[src/rtl/mdu_iter.sv]
// Iterative multiply/divide unit: radix-2 shift-add multiply and restoring divide,
// signed or unsigned, one bit per cycle behind a start/busy/done handshake.
module mdu_iter #(
    parameter int WIDTH = 32,
    parameter int CNT_W = $clog2(WIDTH) + 1
) (
    input  logic             clk,
    input  logic             resetn,
    input  logic             start,
    input  logic [1:0]       op,
    input  logic [WIDTH-1:0] src1,
    input  logic [WIDTH-1:0] src2,
    input  logic             flush,
    output logic             busy,
    output logic             done,
    output logic [WIDTH-1:0] result_hi,
    output logic [WIDTH-1:0] result_lo,
    output logic             div_zero
);

    typedef enum logic [1:0] {S_IDLE, S_RUN, S_FIX, S_DONE} state_t;

    state_t           r_state;
    state_t           w_state_nx;
    logic [CNT_W-1:0] r_cnt;
    logic             r_is_div;
    logic             r_neg_q;
    logic             r_neg_r;
    logic             r_dz;
    logic [WIDTH-1:0] r_src1;
    logic [WIDTH-1:0] r_opnd;
    logic [WIDTH:0]   r_hi;
    logic [WIDTH-1:0] r_lo;

    logic             w_accept;
    logic             w_signed;
    logic             w_neg1;
    logic             w_neg2;
    logic [WIDTH-1:0] w_mag1;
    logic [WIDTH-1:0] w_mag2;

    // Magnitudes are taken as unsigned WIDTH-bit values, so |-2^(WIDTH-1)| fits.
    assign w_accept = ((r_state == S_IDLE) || (r_state == S_DONE)) && start && !flush;
    assign w_signed = !op[0];
    assign w_neg1   = w_signed && src1[WIDTH-1];
    assign w_neg2   = w_signed && src2[WIDTH-1];
    assign w_mag1   = w_neg1 ? -src1 : src1;
    assign w_mag2   = w_neg2 ? -src2 : src2;

    logic [WIDTH:0]   w_mul_sum;
    logic [WIDTH:0]   w_rem_sh;
    logic [WIDTH+1:0] w_diff;
    logic [WIDTH:0]   w_hi_nx;
    logic [WIDTH-1:0] w_lo_nx;

    assign w_mul_sum = r_hi + (r_lo[0] ? {1'b0, r_opnd} : '0);
    assign w_rem_sh  = {r_hi[WIDTH-1:0], r_lo[WIDTH-1]};
    assign w_diff    = {1'b0, w_rem_sh} - {2'b00, r_opnd};

    // NOTE: every combinational output gets a default first so no path infers a latch.
    always_comb begin
        w_hi_nx = {1'b0, w_mul_sum[WIDTH:1]};
        w_lo_nx = {w_mul_sum[0], r_lo[WIDTH-1:1]};
        if (r_is_div) begin
            if (!w_diff[WIDTH+1]) begin
                w_hi_nx = w_diff[WIDTH:0];
                w_lo_nx = {r_lo[WIDTH-2:0], 1'b1};
            end else begin
                w_hi_nx = w_rem_sh;
                w_lo_nx = {r_lo[WIDTH-2:0], 1'b0};
            end
        end
    end

    logic [2*WIDTH-1:0] w_prod;
    logic [2*WIDTH-1:0] w_prod_fix;
    logic [WIDTH-1:0]   w_fix_hi;
    logic [WIDTH-1:0]   w_fix_lo;

    // A signed product is negated as one 2*WIDTH value so the borrow reaches the high half.
    assign w_prod     = {r_hi[WIDTH-1:0], r_lo};
    assign w_prod_fix = r_neg_q ? -w_prod : w_prod;

    always_comb begin
        w_fix_hi = w_prod_fix[2*WIDTH-1:WIDTH];
        w_fix_lo = w_prod_fix[WIDTH-1:0];
        if (r_dz) begin
            w_fix_hi = r_src1;
            w_fix_lo = '1;
        end else if (r_is_div) begin
            w_fix_hi = r_neg_r ? -r_hi[WIDTH-1:0] : r_hi[WIDTH-1:0];
            w_fix_lo = r_neg_q ? -r_lo : r_lo;
        end
    end

    always_comb begin
        w_state_nx = r_state;
        case (r_state)
            S_IDLE, S_DONE: w_state_nx = w_accept ? S_RUN : S_IDLE;
            S_RUN: begin
                if (flush) begin
                    w_state_nx = S_IDLE;
                end else if (r_cnt == CNT_W'(1)) begin
                    w_state_nx = S_FIX;
                end
            end
            S_FIX:   w_state_nx = flush ? S_IDLE : S_DONE;
            default: w_state_nx = S_IDLE;
        endcase
    end

    // NOTE: state is updated with non-blocking assignments so every flop samples pre-edge values.
    always_ff @(posedge clk or negedge resetn) begin
        if (!resetn) begin
            r_state   <= S_IDLE;
            r_cnt     <= '0;
            r_is_div  <= 1'b0;
            r_neg_q   <= 1'b0;
            r_neg_r   <= 1'b0;
            r_dz      <= 1'b0;
            r_src1    <= '0;
            r_opnd    <= '0;
            r_hi      <= '0;
            r_lo      <= '0;
            busy      <= 1'b0;
            done      <= 1'b0;
            result_hi <= '0;
            result_lo <= '0;
            div_zero  <= 1'b0;
        end else begin
            r_state <= w_state_nx;
            busy    <= (w_state_nx == S_RUN) || (w_state_nx == S_FIX);
            done    <= (w_state_nx == S_DONE);
            if (w_accept) begin
                r_cnt    <= CNT_W'(WIDTH);
                r_is_div <= op[1];
                r_neg_q  <= w_neg1 ^ w_neg2;
                r_neg_r  <= op[1] && w_neg1;
                r_dz     <= op[1] && (src2 == '0);
                r_src1   <= src1;
                r_hi     <= '0;
                r_lo     <= op[1] ? w_mag1 : w_mag2;
                r_opnd   <= op[1] ? w_mag2 : w_mag1;
            end else if (r_state == S_RUN) begin
                r_cnt <= r_cnt - 1'b1;
                r_hi  <= w_hi_nx;
                r_lo  <= w_lo_nx;
            end
            if ((r_state == S_FIX) && !flush) begin
                result_hi <= w_fix_hi;
                result_lo <= w_fix_lo;
                div_zero  <= r_dz;
            end
        end
    end

endmodule

[config.mk]
export PLATFORM = sky130hd
export DESIGN_NAME = mdu_iter
export DESIGN_NICKNAME = d
export VERILOG_FILES = /design/src/rtl/mdu_iter.sv
export SDC_FILE = /design/constraint.sdc
export NUM_CORES = 1
export LEC_CHECK = 0
export ABC_AREA = 1
export BUFFER_PORTS_ARGS = -buffer_cell sky130_fd_sc_hd__clkbuf_2
export CAP_MARGIN = 20
export CORE_UTILIZATION = 35
export DETAILED_ROUTE_END_ITERATION = 10
export MAX_ROUTING_LAYER = met4
export SETUP_SLACK_MARGIN = 0.4
export SYNTH_ARGS = -nofsm -noshare
export SYNTH_HDL_FRONTEND = slang
export SYNTH_SLANG_ARGS = --single-unit
[constraint.sdc]
create_clock -name clk -period 3.3 [get_ports clk]
set_input_delay 0.66 -clock clk [delete_from_list [all_inputs] [get_ports clk]]
set_output_delay 0.66 -clock clk [all_outputs]
set_load 0.005 [all_outputs]
; Word level (Yosys, flattened, before mapping)
; Index checks and enable logic that the tools add are counted.
[word_totals]
register_bits = 208
input_bits = 70
output_inout_bits = 67
elab_cells = 73
[classes]
n_addsub = 8
n_eq_ne = 7
n_mux = 27
n_bitwise = 1
reduce_logical = 15
[ops]
columns = op, n
row1 = $mux 32, 14
row2 = $mux 33, 4
row3 = $neg 32->32, 4
row4 = $mux 64, 1
row5 = $neg 64->64, 1
row6 = $sub 33x32->34, 1
row7 = $add 33x32->33, 1
row8 = $logic_not 32->1, 1
row9 = $mux 6, 2
row10 = $eq 2x2->1 const B, 4
row11 = $logic_and 1x1->1, 7
row12 = $eq 6x1->1 const B, 1
row13 = $mux 2, 3
row14 = $pmux 2 s3, 1
row15 = $sub 6x1->6 const B, 1
row16 = $eq 2x1->1 const B, 2
row17 = $logic_not 1->1, 2
row18 = $logic_not 2->1, 1
row19 = $logic_or 1x1->1, 2
row20 = $mux 1, 2
row21 = $reduce_bool 2->1, 1
row22 = $reduce_or 2->1, 1
row23 = $xor 1x1->1, 1

; Logic depth before layout (Yosys ltp)
[depth]
word_depth = 8
mapped_depth = 22

; Worst setup path after synthesis
; Ideal clock, no wire load.
[synth_timing]
kind = reg2reg
from = reg r_lo[0]
to = reg r_hi[23]
setup_ns = 0.117
arrival_time_ns = 2.364
required_time_ns = 3.183
slack_ns = 0.819
stages_incl_launch_ff = 22
period_less_slack_ns = 2.481
cell_sequence = dfrtp_1 > buf_2 > clkbuf_1 > nand2_1 > inv_1 > ha_1 > inv_1 > fa_1 > inv_1 > nand3_1 > nand2_1 > nand2_1 > nand2_1 > nand2_1 > nand2_1 > nand2_1 > nand3_1 > nand3_1 > nand2_1 > inv_1 > nand2_1 > nand2_1
[synth_between]
elab_chain_cells = 5
[synth_lines]
columns = element, line
row1 = start: declaration, 33  ; logic [WIDTH-1:0] r_lo;
row2 = start signal: assignment, 142  ; r_lo <= op[1] ? w_mag1 : w_mag2;
row3 = start signal: assignment, 147  ; r_lo <= w_lo_nx;
row4 = $mux 32, 56  ; assign w_mul_sum = r_hi + (r_lo[0] ? {1'b0, r_opnd} : '0);
row5 = $add 33x32->33, 56
row6 = $mux 33, 64  ; if (r_is_div) begin
row7 = $mux 33, 144  ; end else if (r_state == S_RUN) begin
row8 = $mux 33, 134  ; if (w_accept) begin
row9 = end signal: assignment, 146  ; r_hi <= w_hi_nx;
row10 = end: declaration, 32  ; logic [WIDTH:0] r_hi;
; No other way between the ends. The select of a mux whose other input is x is not followed.
; A chain may end at the register's enable or synchronous reset.

; Worst setup path after layout
[layout_timing]
from = reg r_hi[1]
to = reg result_hi[16]
[layout_between]
elab_chain_cells = 4
word_cells_on_any_way = 6
classes_between = 2 x add/sub / 4 x mux
[layout_lines]
columns = element, line
row1 = $neg 64->64 / $neg 32->32 (equally long branches), "82, 91"
row2 = $mux 64 / $mux 32 (equally long branches), "82, 91"
row3 = $mux 32 *, 90  ; end else if (r_is_div) begin
row4 = $mux 32 *, 87  ; if (r_dz) begin
row5 = end signal: assignment, 150  ; result_hi <= w_fix_hi;
row6 = end: declaration, 16  ; output logic [WIDTH-1:0] result_hi,
; Every way passes the cells marked *; elsewhere a longest branch is shown, timed or not.

==> implementation parameters <==
Parameter                              Value

Run status
  Status    finished clean

Placed design
  Count of buffers inserted at the top-level ports    ~140
  Pre-CTS WS    between 0.2 and 0.3 ns
  Post-DP HPWL    between 70000 and 80000 um
  Final Wtd Congestion    around 1.1

GRT
  Wire length of the first global-routing pass    roughly 130000 um
  Total congestion overflow after global routing    0
  Number of antenna violations at the first check in global routing    1
  All-Layer GR Usage    0.315
  Number of global-route vias before repair    20700
  Maximum number of pins on one net before global-route repair    86

Route
  Antenna-violating nets left    0
  Post-detailed-routing wire length    slightly below 90000 um
  Via count    approximately 23000
  First-pass iteration count of the detailed router    6
  Drt wl/cell    around 21 um
  Detailed-route vias per instance    approximately 5.3
  Remaining routing DRC violations    0
  DR iter-0 viols    about 2600

Synthesis
  Area of the mapped netlist    slightly below 20000 um^2
  Mux share of post-synthesis cell area    0
  Synth Area per Inst    5.84 um^2
  Simple logic cell fraction of the synthesized area    0.425
  Combinational family with the most area after synthesis    simple AND/OR/NAND/NOR gates
  Number of unique standard cell types used by synthesis    53
  Cell types with the largest area share after synthesis    dfrtp_1 (26%), nand2_1 (23%), inv_1 (10%)
  Most frequently used flop master after synthesis    dfrtp_1
  Largest area contributor in the synthesized netlist    dfrtp_1
  Adder-cell share of the synthesized area    0.0480
  Top-area cell type share of the netlist area    0.262
  Cell count after synthesis    3404
  Number of enable flip-flop cells after synthesis    0
  Most numerous cell in the Yosys netlist    nand2_1
  Yosys warnings    0
  Share of the synthesized area in compound gates (AO/OA/AOI/OAI)    0.107
  Async S/R FF share, synth    1.00
  Post-synthesis xor/xnor area fraction    0.0278
  Post-synthesis sequential element count    208
  Mapped Nets    between 3000 and 4000
  Commonest cells post-synth    nand2_1 (1214), inv_1 (539), nand3_1 (366)
  Part of the Yosys area used for sequential elements    0.262

Layout
  Total number of nets in the final design    3677
  Number of inserted filler cells in the final layout    between 6000 and 7000
  Area taken by multi-input logic gates    approximately 12000 um^2
  Post-synthesis to final-layout area growth    13.8%
  Register area    around 5200 um^2
  Ratio of cells with drive above 1 in the final layout    0.0980

Power and ir drop
  Total power    about 15 mW
  Maximum VDD drop    about 0.48 mV
  Pleak    ~12 nW
  P per Cell Area    between 600 and 700 nW/um^2

Timing
  Setup TNS after final layout    0 ns
  Slew @ Worst Pin    between 0.8 and 0.9 ns
  Final Hold Violating Endpoints    0
  Clock tree skew after final layout    0.0210 ns
  Headroom to the max-slew limit    0.464
  Fmax    approximately 350 MHz
  Final slew viol count    0
  Final worst setup slack    roughly 0.43 ns
  Portion of the clock cycle consumed by the worst path in the final layout    0.870
  Setup repair after global routing missed its margin    no
  Final critical delay including setup and external delays    2.87 ns
  Setup violation total in the final timing report    0

Worst setup path
  Kind of capture point of the worst setup path    flop
  Crit Path Category    reg -> reg
  Maximum fanout count along the critical path    7
  Arrival time at the worst endpoint    3.32 ns
  Worst Setup Start Kind    flop
  Worst EP required    between 3 and 4 ns

Clock network
  Sink count of the clock tree    ~210
  Cts repair resizes    5
  Library cell used as clock root buffer    clkbuf_16
  Count of H-tree levels built during CTS    1
  Clock tree from TritonCTS    yes
  Hold-fix buffers at CTS    0
  Total clock buffers created by CTS    25
  Clock-pin slew of the registers on the worst-case setup and hold paths    approximately 0.060 ns
  Latest clock arrival within the worst-skew pair    approximately 0.58 ns
  Maximum clock insertion buffer count    3
  Post-CTS setup buffer count    0

Floorplan
  Overall die height    around 240 um
  Full die area    57700 um^2
  Number of standard-cell rows in the floorplan    86
  Std-Cell Core Area    between 50000 and 60000 um^2
  Boundary Pins    137
  Initial cell density of the core    0.357
  Width of the die    between 200 and 250 um

Run
  Number of maximum-capacitance violations    0

Worst hold path
  Hold Path Class    in -> async
[per-layer routing]
layer  GRT usage  vias up  wire length (um)
met2       0.459     1047             38100
li1            -    11000                 -
met3      0.0305      155              7510
met1       0.445    10500             39700
met4       0.122        0              3820
met5           -        -                 0
[per-stage QoR]
stage          hold slack, ns  area [um^2]  instances   util
3_3_place_gp            0.468        21700       4253  0.390
4_1_cts                 0.118        22600       4298  0.405
5_1_grt                 0.129        22600       4299  0.406
3_5_place_dp            0.469        21700       4253  0.390
6_report               0.0497        22600       4299  0.406
2_1_floorplan           0.364        19900       3404      -
[cell usage in the layout (no fill, tap or decap), drive strengths merged]
cell type  synthesis  routed
o211ai            34      34
o21ai            167     167
a21boi             2       2
a21oi            100     100
o22a               1       1
a22oi             10      10
nor2             305     305
nand4             47      47
xnor2             12      12
inv              566     566
a21o               3       3
nor3              22      22
clkinv             2       9
nand3b            19      19
and2               9       9
xor2              51      51
nor4               4       4
a221oi             1       1
o22ai             17      17
bufinv             0       3
diode              0       1
clkinvlp           0       2
fa                 2       2
o21bai            10      10
clkbuf            65     168
nand3            373     373
buf               40      71
a31oi             23      23
nand2           1224    1224
or2                6       6
o32ai              1       1
o221ai             2       2
ha                73      73
dfrtp            208     208
o21a               1       1
and3               4       4
[worst paths after layout]
path                            endpoint  cells past startpoint  slack (ns)         start
setup / recovery           result_hi[16]                     11        0.43       r_hi[1]
hold / removal              result_lo[2]                      1        0.05        resetn
setup reg to reg           result_hi[16]                     11        0.43       r_hi[1]
hold reg to reg             result_hi[1]                      2        0.48  result_hi[1]
max in group asynchronous     r_opnd[12]                      2        2.29        resetn
min in group clk               r_src1[5]                      3        0.41       src1[5]
[power by group]
part / internal (mW) / switching [mW]
Sequential: 2.96 / 0.578
Combinational: 2.64 / 6.17
Clock: 1.74 / 1.21
Total: 7.34 / 7.95
[registers in the layout, summed over array words and instances (netlist names)]
| register | flops |
|---|---|
| r_is_div | 1 |
| result_lo | 32 |
| r_neg_r | 1 |
| div_zero | 1 |
| r_lo | 32 |
| r_opnd | 32 |
| r_src1 | 32 |
| r_neg_q | 1 |
| r_state | 2 |
| r_cnt | 6 |
| result_hi | 32 |
| r_dz | 1 |
| done | 1 |
| busy | 1 |
| r_hi | 33 |
[worst max-delay path: stages (launching register included)]
cell	delay, ns
dfrtp_1	0.51
inv_1	0.25
ha_1	0.30
nand3_1	0.14
inv_2	0.09
nand2_1	0.12
nor2_1	0.35
nand2_1	0.14
o21ai_0	0.39
nand2_1	0.13
o21ai_1	0.21
nand3_1	0.10
[cells by family after synthesis]
kind of cell	after synthesis
DFF	208
xor gates and xnor gates	63
adders and majority gates	75
and+or+nand+nor	2013
buffers and inverters	673
AOI/OAI and AO/OA	372
[area by class of cell]
class                           count  area share
Multi-Input combinational cell   2523       0.538
Clock buffer                       33      0.0312
Inverter                          568      0.0946
Clock inverter                     12     0.00703
Antenna cell                        1    0.000111
Timing Repair Buffer              206      0.0571
Sequential cell                   208       0.230
Tap cell                          748      0.0414
Power figures use the tool's default switching activity.
